### src/rtl/sram_march_bist_ctrl_if.sv
// Bundle between the March C- BIST controller and its SoC side: the
// test/debug register block (START and the status outputs) and the SRAM
// macro's dedicated BIST port (A_BIST_* and A_DOUT).
//
// Handshake: START is a single-cycle request with no ready.
// - It is accepted only while the controller is idle.
// - Acceptance shows up as BUSY=1 from the next cycle.
// - DONE=1 marks completion and stays up until the next accepted START.
//
// modport master : the controller (drives status and the BIST port).
// modport slave  : the register block / macro side.
// dbg_state      : the controller's FSM state, exported for checkers.
interface sram_march_bist_ctrl_if #(
    parameter int P_ADDR_WIDTH = 13,
    parameter int P_DATA_WIDTH = 32,
    parameter int P_CNT_WIDTH  = 16
);
    logic                    START;
    logic                    BUSY;
    logic                    DONE;
    logic                    FAIL;
    logic [P_ADDR_WIDTH-1:0] FAIL_ADDR;
    logic [2:0]              FAIL_ELEM;
    logic [P_CNT_WIDTH-1:0]  FAIL_CNT;
    logic                    A_BIST_EN;
    logic                    A_BIST_MEN;
    logic                    A_BIST_WEN;
    logic                    A_BIST_REN;
    logic [P_ADDR_WIDTH-1:0] A_BIST_ADDR;
    logic [P_DATA_WIDTH-1:0] A_BIST_DIN;
    logic [P_DATA_WIDTH-1:0] A_BIST_BM;
    logic [P_DATA_WIDTH-1:0] A_DOUT;
    logic [3:0]              dbg_state;

    modport master (
        input  START, A_DOUT,
        output BUSY, DONE, FAIL, FAIL_ADDR, FAIL_ELEM, FAIL_CNT,
        output A_BIST_EN, A_BIST_MEN, A_BIST_WEN, A_BIST_REN,
        output A_BIST_ADDR, A_BIST_DIN, A_BIST_BM, dbg_state
    );

    modport slave (
        output START, A_DOUT,
        input  BUSY, DONE, FAIL, FAIL_ADDR, FAIL_ELEM, FAIL_CNT,
        input  A_BIST_EN, A_BIST_MEN, A_BIST_WEN, A_BIST_REN,
        input  A_BIST_ADDR, A_BIST_DIN, A_BIST_BM, dbg_state
    );
endinterface

### src/rtl/sram_march_bist_ctrl.sv
// March C- built-in self-test controller for a single-port SRAM macro with
// a dedicated BIST port.
//
// Element sequence (0 = all-zeros data, 1 = all-ones data):
//   M0 up (w0), M1 up (r0,w1), M2 up (r1,w0),
//   M3 down (r0,w1), M4 down (r1,w0), M5 up (r0).
// A run is 10N access cycles, followed by one CHECK cycle and one FIN cycle.
//
// Ports:
//   A_CLK  : clock (also the macro's BIST clock at integration level).
//   A_RST  : synchronous, active-high reset.
//   bus    : master side of sram_march_bist_ctrl_if, carrying
//            - START / BUSY / DONE,
//            - FAIL / FAIL_ADDR / FAIL_ELEM / FAIL_CNT,
//            - the A_BIST_* macro controls and A_DOUT read data.
//
// Read check: a read presented in cycle t is sampled by the macro at edge
// t+1. The expected word, address and element are registered at that same
// edge. A_DOUT is compared during cycle t+1 and the result committed at
// edge t+2.
module sram_march_bist_ctrl #(
    parameter int P_ADDR_WIDTH   = 13,
    parameter int P_DATA_WIDTH   = 32,
    parameter int P_STOP_ON_FAIL = 0,
    parameter int P_CNT_WIDTH    = 16
) (
    input  logic                     A_CLK,
    input  logic                     A_RST,
    sram_march_bist_ctrl_if.master   bus
);

    typedef enum logic [3:0] {
        S_IDLE  = 4'd0,
        S_M0    = 4'd1,
        S_M1    = 4'd2,
        S_M2    = 4'd3,
        S_M3    = 4'd4,
        S_M4    = 4'd5,
        S_M5    = 4'd6,
        S_CHECK = 4'd7,
        S_FIN   = 4'd8
    } state_t;

    localparam logic [P_ADDR_WIDTH-1:0] ADDR_ZERO = '0;
    localparam logic [P_ADDR_WIDTH-1:0] ADDR_LAST = '1;

    state_t                  state_q, state_d, nxt_state;
    logic [P_ADDR_WIDTH-1:0] addr_q, addr_d;
    logic                    phase_q, phase_d;      // 0 = read op, 1 = write op
    logic                    busy_q, busy_d;
    logic                    done_q, done_d;
    logic                    fail_q, fail_d;
    logic [P_ADDR_WIDTH-1:0] fail_addr_q, fail_addr_d;
    logic [2:0]              fail_elem_q, fail_elem_d;
    logic [P_CNT_WIDTH-1:0]  fail_cnt_q, fail_cnt_d;
    logic                    bist_en_q, bist_en_d;
    logic                    men_q, men_d;
    logic                    wen_q, wen_d;
    logic                    ren_q, ren_d;
    logic [P_ADDR_WIDTH-1:0] baddr_q, baddr_d;
    logic [P_DATA_WIDTH-1:0] din_q, din_d;
    logic                    chk_vld_q, chk_vld_d;
    logic [P_DATA_WIDTH-1:0] chk_exp_q, chk_exp_d;
    logic [P_ADDR_WIDTH-1:0] chk_addr_q, chk_addr_d;
    logic [2:0]              chk_elem_q, chk_elem_d;
    logic                    mism;

    function automatic logic is_access(input state_t s);
        return (s == S_M0) || (s == S_M1) || (s == S_M2) ||
               (s == S_M3) || (s == S_M4) || (s == S_M5);
    endfunction

    function automatic logic two_op(input state_t s);
        return (s == S_M1) || (s == S_M2) || (s == S_M3) || (s == S_M4);
    endfunction

    function automatic logic is_down(input state_t s);
        return (s == S_M3) || (s == S_M4);
    endfunction

    // Data written by an element: all-ones for M1/M3, zeros otherwise.
    function automatic logic wr_ones(input state_t s);
        return (s == S_M1) || (s == S_M3);
    endfunction

    // Data expected on reads: all-ones for M2/M4, zeros otherwise.
    function automatic logic rd_ones(input state_t s);
        return (s == S_M2) || (s == S_M4);
    endfunction

    function automatic logic [2:0] elem_of(input state_t s);
        case (s)
            S_M1:    return 3'd1;
            S_M2:    return 3'd2;
            S_M3:    return 3'd3;
            S_M4:    return 3'd4;
            S_M5:    return 3'd5;
            default: return 3'd0;
        endcase
    endfunction

    function automatic state_t next_elem(input state_t s);
        case (s)
            S_M0:    return S_M1;
            S_M1:    return S_M2;
            S_M2:    return S_M3;
            S_M3:    return S_M4;
            S_M4:    return S_M5;
            default: return S_CHECK;
        endcase
    endfunction

    assign mism = chk_vld_q && (bus.A_DOUT != chk_exp_q);

    always_comb begin
        state_d     = state_q;
        nxt_state   = S_IDLE;
        addr_d      = addr_q;
        phase_d     = phase_q;
        done_d      = done_q;
        fail_d      = fail_q;
        fail_addr_d = fail_addr_q;
        fail_elem_d = fail_elem_q;
        fail_cnt_d  = fail_cnt_q;

        // Capture the read presented this cycle for comparison next cycle.
        chk_vld_d  = ren_q;
        chk_exp_d  = {P_DATA_WIDTH{rd_ones(state_q)}};
        chk_addr_d = addr_q;
        chk_elem_d = elem_of(state_q);

        if (mism) begin
            fail_d = 1'b1;
            if (!fail_q) begin
                fail_addr_d = chk_addr_q;
                fail_elem_d = chk_elem_q;
            end
            if (fail_cnt_q != {P_CNT_WIDTH{1'b1}}) begin
                fail_cnt_d = fail_cnt_q + 1'b1;
            end
        end

        case (state_q)
            S_IDLE: begin
                if (bus.START) begin
                    state_d     = S_M0;
                    addr_d      = ADDR_ZERO;
                    phase_d     = 1'b0;
                    done_d      = 1'b0;
                    fail_d      = 1'b0;
                    fail_addr_d = '0;
                    fail_elem_d = 3'd0;
                    fail_cnt_d  = '0;
                    chk_vld_d   = 1'b0;
                end
            end
            S_M0, S_M1, S_M2, S_M3, S_M4, S_M5: begin
                if (two_op(state_q) && !phase_q) begin
                    phase_d = 1'b1;
                end else begin
                    phase_d = 1'b0;
                    // Terminal address: jump straight to the next element's
                    // start so elements run back to back.
                    if (addr_q == (is_down(state_q) ? ADDR_ZERO : ADDR_LAST)) begin
                        nxt_state = next_elem(state_q);
                        state_d   = nxt_state;
                        addr_d    = is_down(nxt_state) ? ADDR_LAST : ADDR_ZERO;
                    end else if (is_down(state_q)) begin
                        addr_d = addr_q - 1'b1;
                    end else begin
                        addr_d = addr_q + 1'b1;
                    end
                end
            end
            S_CHECK: state_d = S_FIN;
            S_FIN:   state_d = S_IDLE;
            default: state_d = S_IDLE;
        endcase

        // Early termination drops whatever access is still in flight.
        if ((P_STOP_ON_FAIL != 0) && mism) begin
            state_d   = S_FIN;
            addr_d    = ADDR_ZERO;
            phase_d   = 1'b0;
            chk_vld_d = 1'b0;
        end

        // Outputs are registered, decoded from the next state.
        busy_d    = is_access(state_d) || (state_d == S_CHECK);
        if (state_d == S_FIN) begin
            done_d = 1'b1;
        end
        bist_en_d = busy_d;
        men_d     = is_access(state_d);
        wen_d     = men_d && ((state_d == S_M0) || (two_op(state_d) && phase_d));
        ren_d     = men_d && !wen_d;
        baddr_d   = men_d ? addr_d : '0;
        din_d     = men_d ? {P_DATA_WIDTH{wr_ones(state_d)}} : '0;
    end

    always_ff @(posedge A_CLK) begin
        if (A_RST) begin
            state_q     <= S_IDLE;
            addr_q      <= '0;
            phase_q     <= 1'b0;
            busy_q      <= 1'b0;
            done_q      <= 1'b0;
            fail_q      <= 1'b0;
            fail_addr_q <= '0;
            fail_elem_q <= 3'd0;
            fail_cnt_q  <= '0;
            bist_en_q   <= 1'b0;
            men_q       <= 1'b0;
            wen_q       <= 1'b0;
            ren_q       <= 1'b0;
            baddr_q     <= '0;
            din_q       <= '0;
            chk_vld_q   <= 1'b0;
            chk_exp_q   <= '0;
            chk_addr_q  <= '0;
            chk_elem_q  <= 3'd0;
        end else begin
            state_q     <= state_d;
            addr_q      <= addr_d;
            phase_q     <= phase_d;
            busy_q      <= busy_d;
            done_q      <= done_d;
            fail_q      <= fail_d;
            fail_addr_q <= fail_addr_d;
            fail_elem_q <= fail_elem_d;
            fail_cnt_q  <= fail_cnt_d;
            bist_en_q   <= bist_en_d;
            men_q       <= men_d;
            wen_q       <= wen_d;
            ren_q       <= ren_d;
            baddr_q     <= baddr_d;
            din_q       <= din_d;
            chk_vld_q   <= chk_vld_d;
            chk_exp_q   <= chk_exp_d;
            chk_addr_q  <= chk_addr_d;
            chk_elem_q  <= chk_elem_d;
        end
    end

    assign bus.BUSY        = busy_q;
    assign bus.DONE        = done_q;
    assign bus.FAIL        = fail_q;
    assign bus.FAIL_ADDR   = fail_addr_q;
    assign bus.FAIL_ELEM   = fail_elem_q;
    assign bus.FAIL_CNT    = fail_cnt_q;
    assign bus.A_BIST_EN   = bist_en_q;
    assign bus.A_BIST_MEN  = men_q;
    assign bus.A_BIST_WEN  = wen_q;
    assign bus.A_BIST_REN  = ren_q;
    assign bus.A_BIST_ADDR = baddr_q;
    assign bus.A_BIST_DIN  = din_q;
    assign bus.A_BIST_BM   = {P_DATA_WIDTH{1'b1}};
    assign bus.dbg_state   = state_q;

endmodule

### src/flat_wrapper.sv
// flat-port wrapper written by rule: the top's interface ports become plain ports
module sram_march_bist_ctrl_flat 
#(
    parameter int P_ADDR_WIDTH   = 13,
    parameter int P_DATA_WIDTH   = 32,
    parameter int P_STOP_ON_FAIL = 0,
    parameter int P_CNT_WIDTH    = 16
)
  (A_CLK, A_RST, bus_START, bus_A_DOUT, bus_BUSY, bus_DONE, bus_FAIL, bus_FAIL_ADDR, bus_FAIL_ELEM, bus_FAIL_CNT, bus_A_BIST_EN, bus_A_BIST_MEN, bus_A_BIST_WEN, bus_A_BIST_REN, bus_A_BIST_ADDR, bus_A_BIST_DIN, bus_A_BIST_BM, bus_dbg_state);
  sram_march_bist_ctrl_if #(.P_ADDR_WIDTH(P_ADDR_WIDTH), .P_DATA_WIDTH(P_DATA_WIDTH), .P_CNT_WIDTH(P_CNT_WIDTH)) bus_i ();
  input  logic A_CLK;
  input  logic A_RST;
  input wire logic [$bits(bus_i.START)-1:0] bus_START;
  input wire logic [$bits(bus_i.A_DOUT)-1:0] bus_A_DOUT;
  output wire logic [$bits(bus_i.BUSY)-1:0] bus_BUSY;
  output wire logic [$bits(bus_i.DONE)-1:0] bus_DONE;
  output wire logic [$bits(bus_i.FAIL)-1:0] bus_FAIL;
  output wire logic [$bits(bus_i.FAIL_ADDR)-1:0] bus_FAIL_ADDR;
  output wire logic [$bits(bus_i.FAIL_ELEM)-1:0] bus_FAIL_ELEM;
  output wire logic [$bits(bus_i.FAIL_CNT)-1:0] bus_FAIL_CNT;
  output wire logic [$bits(bus_i.A_BIST_EN)-1:0] bus_A_BIST_EN;
  output wire logic [$bits(bus_i.A_BIST_MEN)-1:0] bus_A_BIST_MEN;
  output wire logic [$bits(bus_i.A_BIST_WEN)-1:0] bus_A_BIST_WEN;
  output wire logic [$bits(bus_i.A_BIST_REN)-1:0] bus_A_BIST_REN;
  output wire logic [$bits(bus_i.A_BIST_ADDR)-1:0] bus_A_BIST_ADDR;
  output wire logic [$bits(bus_i.A_BIST_DIN)-1:0] bus_A_BIST_DIN;
  output wire logic [$bits(bus_i.A_BIST_BM)-1:0] bus_A_BIST_BM;
  output wire logic [$bits(bus_i.dbg_state)-1:0] bus_dbg_state;
  assign bus_i.START = bus_START;
  assign bus_i.A_DOUT = bus_A_DOUT;
  assign bus_BUSY = bus_i.BUSY;
  assign bus_DONE = bus_i.DONE;
  assign bus_FAIL = bus_i.FAIL;
  assign bus_FAIL_ADDR = bus_i.FAIL_ADDR;
  assign bus_FAIL_ELEM = bus_i.FAIL_ELEM;
  assign bus_FAIL_CNT = bus_i.FAIL_CNT;
  assign bus_A_BIST_EN = bus_i.A_BIST_EN;
  assign bus_A_BIST_MEN = bus_i.A_BIST_MEN;
  assign bus_A_BIST_WEN = bus_i.A_BIST_WEN;
  assign bus_A_BIST_REN = bus_i.A_BIST_REN;
  assign bus_A_BIST_ADDR = bus_i.A_BIST_ADDR;
  assign bus_A_BIST_DIN = bus_i.A_BIST_DIN;
  assign bus_A_BIST_BM = bus_i.A_BIST_BM;
  assign bus_dbg_state = bus_i.dbg_state;
  sram_march_bist_ctrl #(.P_ADDR_WIDTH(P_ADDR_WIDTH), .P_DATA_WIDTH(P_DATA_WIDTH), .P_STOP_ON_FAIL(P_STOP_ON_FAIL), .P_CNT_WIDTH(P_CNT_WIDTH)) u_core (.A_CLK(A_CLK), .A_RST(A_RST), .bus(bus_i));
endmodule
### config.mk
export PLATFORM = sky130hd
export DESIGN_NAME = sram_march_bist_ctrl_flat
export DESIGN_NICKNAME = d
export VERILOG_FILES = /design/src/rtl/sram_march_bist_ctrl_if.sv /design/src/rtl/sram_march_bist_ctrl.sv /design/src/flat_wrapper.sv
export SDC_FILE = /design/constraint.sdc
export NUM_CORES = 1
export LEC_CHECK = 0
export BUFFER_PORTS_ARGS = -buffer_cell sky130_fd_sc_hd__buf_2
export CAP_MARGIN = 20
export CORE_ASPECT_RATIO = 1.5
export CORE_MARGIN = 2
export CORE_UTILIZATION = 50
export DETAILED_ROUTE_END_ITERATION = 8
export GPL_ROUTABILITY_DRIVEN = 0
export PLACE_DENSITY = 0.79
export SYNTH_ARGS = -nofsm -noshare
export SYNTH_HDL_FRONTEND = slang
export SYNTH_SLANG_ARGS = --single-unit
### constraint.sdc
create_clock -name A_CLK -period 4 [get_ports A_CLK]
set_input_delay 0.2 -clock A_CLK [delete_from_list [all_inputs] [get_ports A_CLK]]
set_output_delay 0.2 -clock A_CLK [all_outputs]
set_load 0.01 [all_outputs]
Yosys cells after proc, flatten, opt, wreduce, memory -nomap -nowiden:

Index checks and enable logic that the tools add are counted.

* flip-flop bits (word level): 88
* input bits: 35
* output and inout bits: 120
* logic and storage cells: 111

* $add $sub $neg: 3
* equality and inequality tests: 20
* muxes and demuxes: 39
* bitwise gates (word level): 1
* reduce and logical (&&, ||, !) cells: 30

Operators with widths (count)
* $mux W13: 10
* $mux W16: 4
* $eq A4 B3 Y1 const B: 10
* $ne A32 B32 Y1: 1
* $pmux W3 S5: 2
* $pmux W13 S2: 1
* $mux W4: 6
* $logic_or A1 B1 Y1: 17
* $add A16 B1 Y16 const B: 1
* $eq A4 B2 Y1 const B: 4
* $ne A16 B16 Y1 const B: 1
* $add A13 B1 Y13 const B: 1
* $eq A13 B13 Y1: 1
* $sub A13 B1 Y13 const B: 1
* $mux W3: 4
* $pmux W4 S3: 1
* $mux W1: 10
* $eq A4 B1 Y1 const B: 2
* $reduce_or A6 Y1: 1
* $logic_and A1 B1 Y1: 5
* $eq A4 B4 Y1 const B: 1
* $logic_not A4 Y1: 1
* $reduce_bool A2 Y1: 2
* $logic_not A1 Y1: 2
* 4 further kinds: 4

Depth between registers and ports, before layout:

* depth in word-level cells: 19
* depth in mapped cells: 11
* gate-level depth less buffers: 10

Worst setup path after synthesis:

No wires, ideal clock.

* path type: flip-flop to flip-flop
* start point: register u_core.state_q[2], in the netlist u_core.bus.dbg_state[2]
* end point: register u_core.addr_q[12]
* library setup time: 0.135 ns
* data arrival time: 2.778 ns
* data required time: 3.865 ns
* setup slack: 1.087 ns
* cell stages (with the launch flop): 11
* buffers on the path: 0
* period minus slack after synthesis: 2.913 ns
* path through: dfxtp_1 > nor3b_4 > inv_1 > fa_1 > nand2b_1 > a211oi_1 > nor2_1 > o21ai_0 > xnor2_1 > mux2i_1 > o311ai_1

* cells in the longest elaborated chain, start to end: 11
* elaborated cells between the ends (all ways): 27
* those cells by class: eq/ne (9); mux (10); reduce/logical (8)

Ends and longest elaborated chain
* start: declaration: RTL line sram_march_bist_ctrl.sv:47 `state_t state_q, state_d, nxt_state;`
* start signal: assignment: RTL line sram_march_bist_ctrl.sv:223 `state_q <= state_d;`
* $eq A4 B3 Y1, or another cell as far along
* $pmux W3 S5: RTL line sram_march_bist_ctrl.sv:103 `case (s)`
* $mux W4: RTL line sram_march_bist_ctrl.sv:164 `if (addr_q == (is_down(state_q) ? ADDR_ZERO : ADDR_LAST)) begin`
* $mux W4: RTL line sram_march_bist_ctrl.sv:158 `if (two_op(state_q) && !phase_q) begin`
* $mux W4: RTL line sram_march_bist_ctrl.sv:143 `case (state_q)`
* $eq A4 B3 Y1: RTL line sram_march_bist_ctrl.sv:78 `return (s == S_M3) || (s == S_M4);`
* $logic_or A1 B1 Y1: RTL line sram_march_bist_ctrl.sv:78
* $mux W13: RTL line sram_march_bist_ctrl.sv:167 `addr_d = is_down(nxt_state) ? ADDR_LAST : ADDR_ZERO;`
* $mux W13: RTL line sram_march_bist_ctrl.sv:164
* $mux W13: RTL line sram_march_bist_ctrl.sv:158
* $pmux W13 S2 (*): RTL line sram_march_bist_ctrl.sv:143
* end signal: assignment: RTL line sram_march_bist_ctrl.sv:224 `addr_q <= addr_d;`
* end: declaration: RTL line sram_march_bist_ctrl.sv:48 `logic [P_ADDR_WIDTH-1:0] addr_q, addr_d;`

Every way passes the cells marked *; elsewhere a longest branch is shown, timed or not. The select of a mux whose other input is x is not followed.
A chain may end at the register's enable or synchronous reset.

Worst setup path in the final report:

* start point: register u_core.state_q[2], in the netlist u_core.bus.dbg_state[2]
* end point: register u_core.baddr_q[12], in the netlist u_core.bus.A_BIST_ADDR[12]

* cells in the longest elaborated chain, start to end: 16
* elaborated cells between the ends (all ways): 45
* those cells by class: eq/ne (16); mux (14); bitwise (1); reduce/logical (14)

Ends and longest elaborated chain
* $eq A4 B3 Y1, or another cell as far along
* $pmux W3 S5: RTL line sram_march_bist_ctrl.sv:103
* $mux W4: RTL line sram_march_bist_ctrl.sv:164
* $mux W4: RTL line sram_march_bist_ctrl.sv:158
* $mux W4: RTL line sram_march_bist_ctrl.sv:143
* $mux W4: RTL line sram_march_bist_ctrl.sv:164
* $mux W4: RTL line sram_march_bist_ctrl.sv:158
* $pmux W4 S3: RTL line sram_march_bist_ctrl.sv:143
* $eq A4 B1 Y1 / $eq A4 B2 Y1 (equally long branches): RTL line sram_march_bist_ctrl.sv:69 `return (s == S_M0) || (s == S_M1) || (s == S_M2) ||`
* $logic_or A1 B1 Y1 (3 in a row): RTL line sram_march_bist_ctrl.sv:69
* $logic_or A1 B1 Y1 (2 in a row): RTL line sram_march_bist_ctrl.sv:70 `(s == S_M3) || (s == S_M4) || (s == S_M5);`
* $not A1 Y1 (no line)
* $reduce_or A2 Y1 (no line)
* end signal: assignment: RTL line sram_march_bist_ctrl.sv:236 `baddr_q <= baddr_d;`
* end: declaration: RTL line sram_march_bist_ctrl.sv:60 `logic [P_ADDR_WIDTH-1:0] baddr_q, baddr_d;`

Parallel ways exist; a longest one is shown, timed or not. The select of a mux whose other input is x is not followed.

==> out/results.tsv <==
stage	metric	value	unit
outcome	status	completed	
grt	initial antenna violation count	0	
grt	vias in the first global route	3583	
drt	starting DRC count in detailed routing	101	
clock_network	H-tree level count	3	
sta	Min Hold Slack	0.3478	ns
placed_design	dpl hpwl	7.729	mm
drt	Antenna Nets Post-Route	0	
grt	overall routing resource usage	0.2048	
synth	number of synthesized register bits	88	
synth	Most used DFF post-synth	dfxtp_1	
critical_path	CP Launch Type	flip-flop	
sta	Relative slew margins	0.3301	
grt	first-pass GRT wire length	16.12	mm
die	Die Width	82.26	um
die	initial core utilization	0.5172	
die	Die Area	9985	um^2
synth	yosys warns	0	
clock_network	Worst-path clk slew	0.06	ns
synth	sequential share of the synthesized area	0.3835	
clock_network	CTS Root Buffer Type	clkbuf_16	
clock_network	clock buffer depth	2	
synth	Avg Synthesized Cell Area	8.522	um^2
power	Max VDD drop	227.4	uV
synth	share of the synthesized area in the top cell type	0.3835	
drt	Post-route DRC	0	
sta	maximum clock rate	275.0	MHz
critical_path	CP Cell Sequence	nor3b_4, ha_1, nand4_1, or4_1, o41ai_4, inv_1, a31oi_1, nand2_1	
critical_path	crit-path leading delay family	simple AND/OR/NAND/NOR gates	
clock_network	Skew-Pair Late Insertion Delay	0.33	ns
grt	grt total ovfl	0	
critical_path	crit path buf inv count	1	
critical_path	FF-to-FF setup slack	0.36	ns
sta	Period minus WS final	3.636	ns
job	Max Cap Violations	0	
placed_design	post-place setup slack	0.4036	ns
die	row cnt	42	
clock_network	setup repair bufs after CTS	0	
sta	actual slew at the worst max-slew pin	1.005	ns
critical_path	crit end category	flip-flop	
drt	wire per inst	13.83	um
cells_and_area	fin nets	669	
sta	final worst setup slack	0.3635	ns
synth	synth top area cells	dfxtp_1, buf_4, nor2_1, mux2i_1, ha_1	
clock_network	TritonCTS Sinks	88	
drt	DR pass1 iterations	4	
cells_and_area	most common cell after layout, fill and taps aside	buf_2	
sta	RSZ-0062 raised after global routing	no	
synth	post-synth top area cell	dfxtp_1	
critical_path	crit path DAT	3.85	ns
drt	drt total wl	10.15	mm
clock_network	CTS Buf Count	9	
die	Die Ht	121.4	um
sta	final hold violations	0	
clock_network	CTS resizes	0	
cells_and_area	commonest non-fill, non-tap cells in the layout	buf_2, dfxtp_1, nor2_1, conb_1, nand2_1	
critical_path	Worst Path Max Fanout	15	
cells_and_area	share of cells above drive strength 1	0.2308	
sta	Max Transition Viols Final	0	
synth	Cells after Synth	539	
cells_and_area	Fill cells	786	
sta	Tcrit/Tclk final	0.9091	
synth	count of cell types in the netlist	58	
sta	skew final	0.006069	ns
synth	Post-synth EDFFs	0	
cells_and_area	Ant. Diodes	0	
critical_path	critical path type	flip-flop to flip-flop	
power	Leakage	2.482	nW
grt	pin count of the biggest net entering global routing	37	
worst_hold_path	Hold WC Path Type	primary input to flip-flop	
clock_network	Hold Buf Count CTS	0	
placed_design	PortBufs	122	
die	io pins	155	
critical_path	CP peak stage delay	0.79	ns
power	power per cell area	335.1	nW/um^2
synth	Synth async-reset ratio	0	
drt	routed vias	3989	
critical_path	Worst path slowest cell	or4_1	
synth	Mapped Area	4593	um^2
die	Core ar.	8881	um^2
sta	Final TNS setup	0	ns
cells_and_area	area grow syn2layout	12.59	%
drt	vias per std cell	5.435	
critical_path	WP data required	4.21	ns
clock_network	CTS tree	done	
sta	final count of negative-setup-slack endpoints	0	
[cell families (layout without fill, tap and decap cells)]
logic type / Yosys count / count (layout) / synth area share
and+or+nand+nor: 217 / 217 / 0.2389
buffers and inverters: 96 / 150 / 0.1343
DFF: 88 / 88 / 0.3835
AOI/OAI and AO/OA: 86 / 86 / 0.1269
muxes: 22 / 22 / 0.04794
xor gates and xnor gates: 16 / 16 / 0.03051
adders and majority gates: 13 / 13 / 0.03705
other: 1 / 32 / 0.0008164
[worst paths after layout]
| kind | startpoint | to | depth (start not counted) |
|---|---|---|---|
| setup / recovery | u_core.bus.dbg_state[2] | u_core.bus.A_BIST_ADDR[12] | 8 |
| hold / removal | bus_START | u_core.chk_vld_q | 3 |
| setup reg to reg | u_core.bus.dbg_state[2] | u_core.bus.A_BIST_ADDR[12] | 8 |
| hold reg to reg | u_core.bus.DONE | u_core.bus.DONE | 1 |
[flip-flops by register name (all words and copies together), names as in the netlist, 3 cells and up]
signal                  cells
u_core.chk_elem_q           3
u_core.bus.FAIL_CNT        16
u_core.bus.dbg_state        4
u_core.bus.FAIL_ADDR       13
u_core.bus.A_BIST_ADDR     13
u_core.addr_q              13
u_core.chk_addr_q          13
u_core.bus.FAIL_ELEM        3
[worst reg2reg max path: cells and delay by family, from the launching register on]
family | cells | cell delay, ns
simple gates | 4 | 1.75
flops | 1 | 0.61
compound gates | 2 | 0.60
fa+ha+maj | 1 | 0.36
buf+inv | 1 | 0.21
[report_power, final]
part / internal (mW) / switching (mW) / total, mW
Combinational: 0.0331 / 0.0670 / 0.100
Clock: 0.429 / 0.314 / 0.743
Sequential: 0.883 / 0.00669 / 0.890
[synthesized netlist by cell type, types with 4 or more instances]
master	number
dfxtp_1	88
nor2_1	77
buf_4	65
nand2_1	27
a21oi_1	23
mux2i_1	22
nor3_1	20
nor2b_1	19
nand3_1	13
clkbuf_1	12
ha_1	12
a31oi_1	10
inv_1	10
xor2_1	10
a21o_1	9
and3_1	9
nand4_1	9
nor4_1	9
o21ai_0	9
or3_1	9
and2_1	8
a211oi_1	6
xnor2_1	6
buf_1	4
buf_2	4
o21ai_1	4
[metal layers]
metal,up-vias,part of all wire,track usage
met5,-,0,0
met4,0,0.041,0.1240
met3,28,0.055,0.04688
met2,126,0.52,0.3518
met1,1878,0.39,0.2203
li1,1957,-,-
[per-stage QoR]
stage	power, mW	std cells	util	instance area, um^2
floorplan	0.9960	570	-	4710
global placement	1.007	720	0.5527	4908
detailed placement	1.008	720	0.5527	4908
CTS	1.747	734	0.5823	5171
global route	1.799	734	0.5823	5171
finish	1.733	734	0.5823	5171
[cell type report]
type | count | area [um^2] | area share
Tap cell | 110 | 137.6 | 0.02662
Inverter | 10 | 37.54 | 0.007259
Clock inverter | 3 | 20.02 | 0.003871
Sequential cell | 88 | 1762 | 0.3407
Clock buffer | 11 | 242.7 | 0.04694
Timing Repair Buffer | 126 | 640.6 | 0.1239
Multi-Input combinational cell | 386 | 2331 | 0.4508
Power figures use the tool's default switching activity.
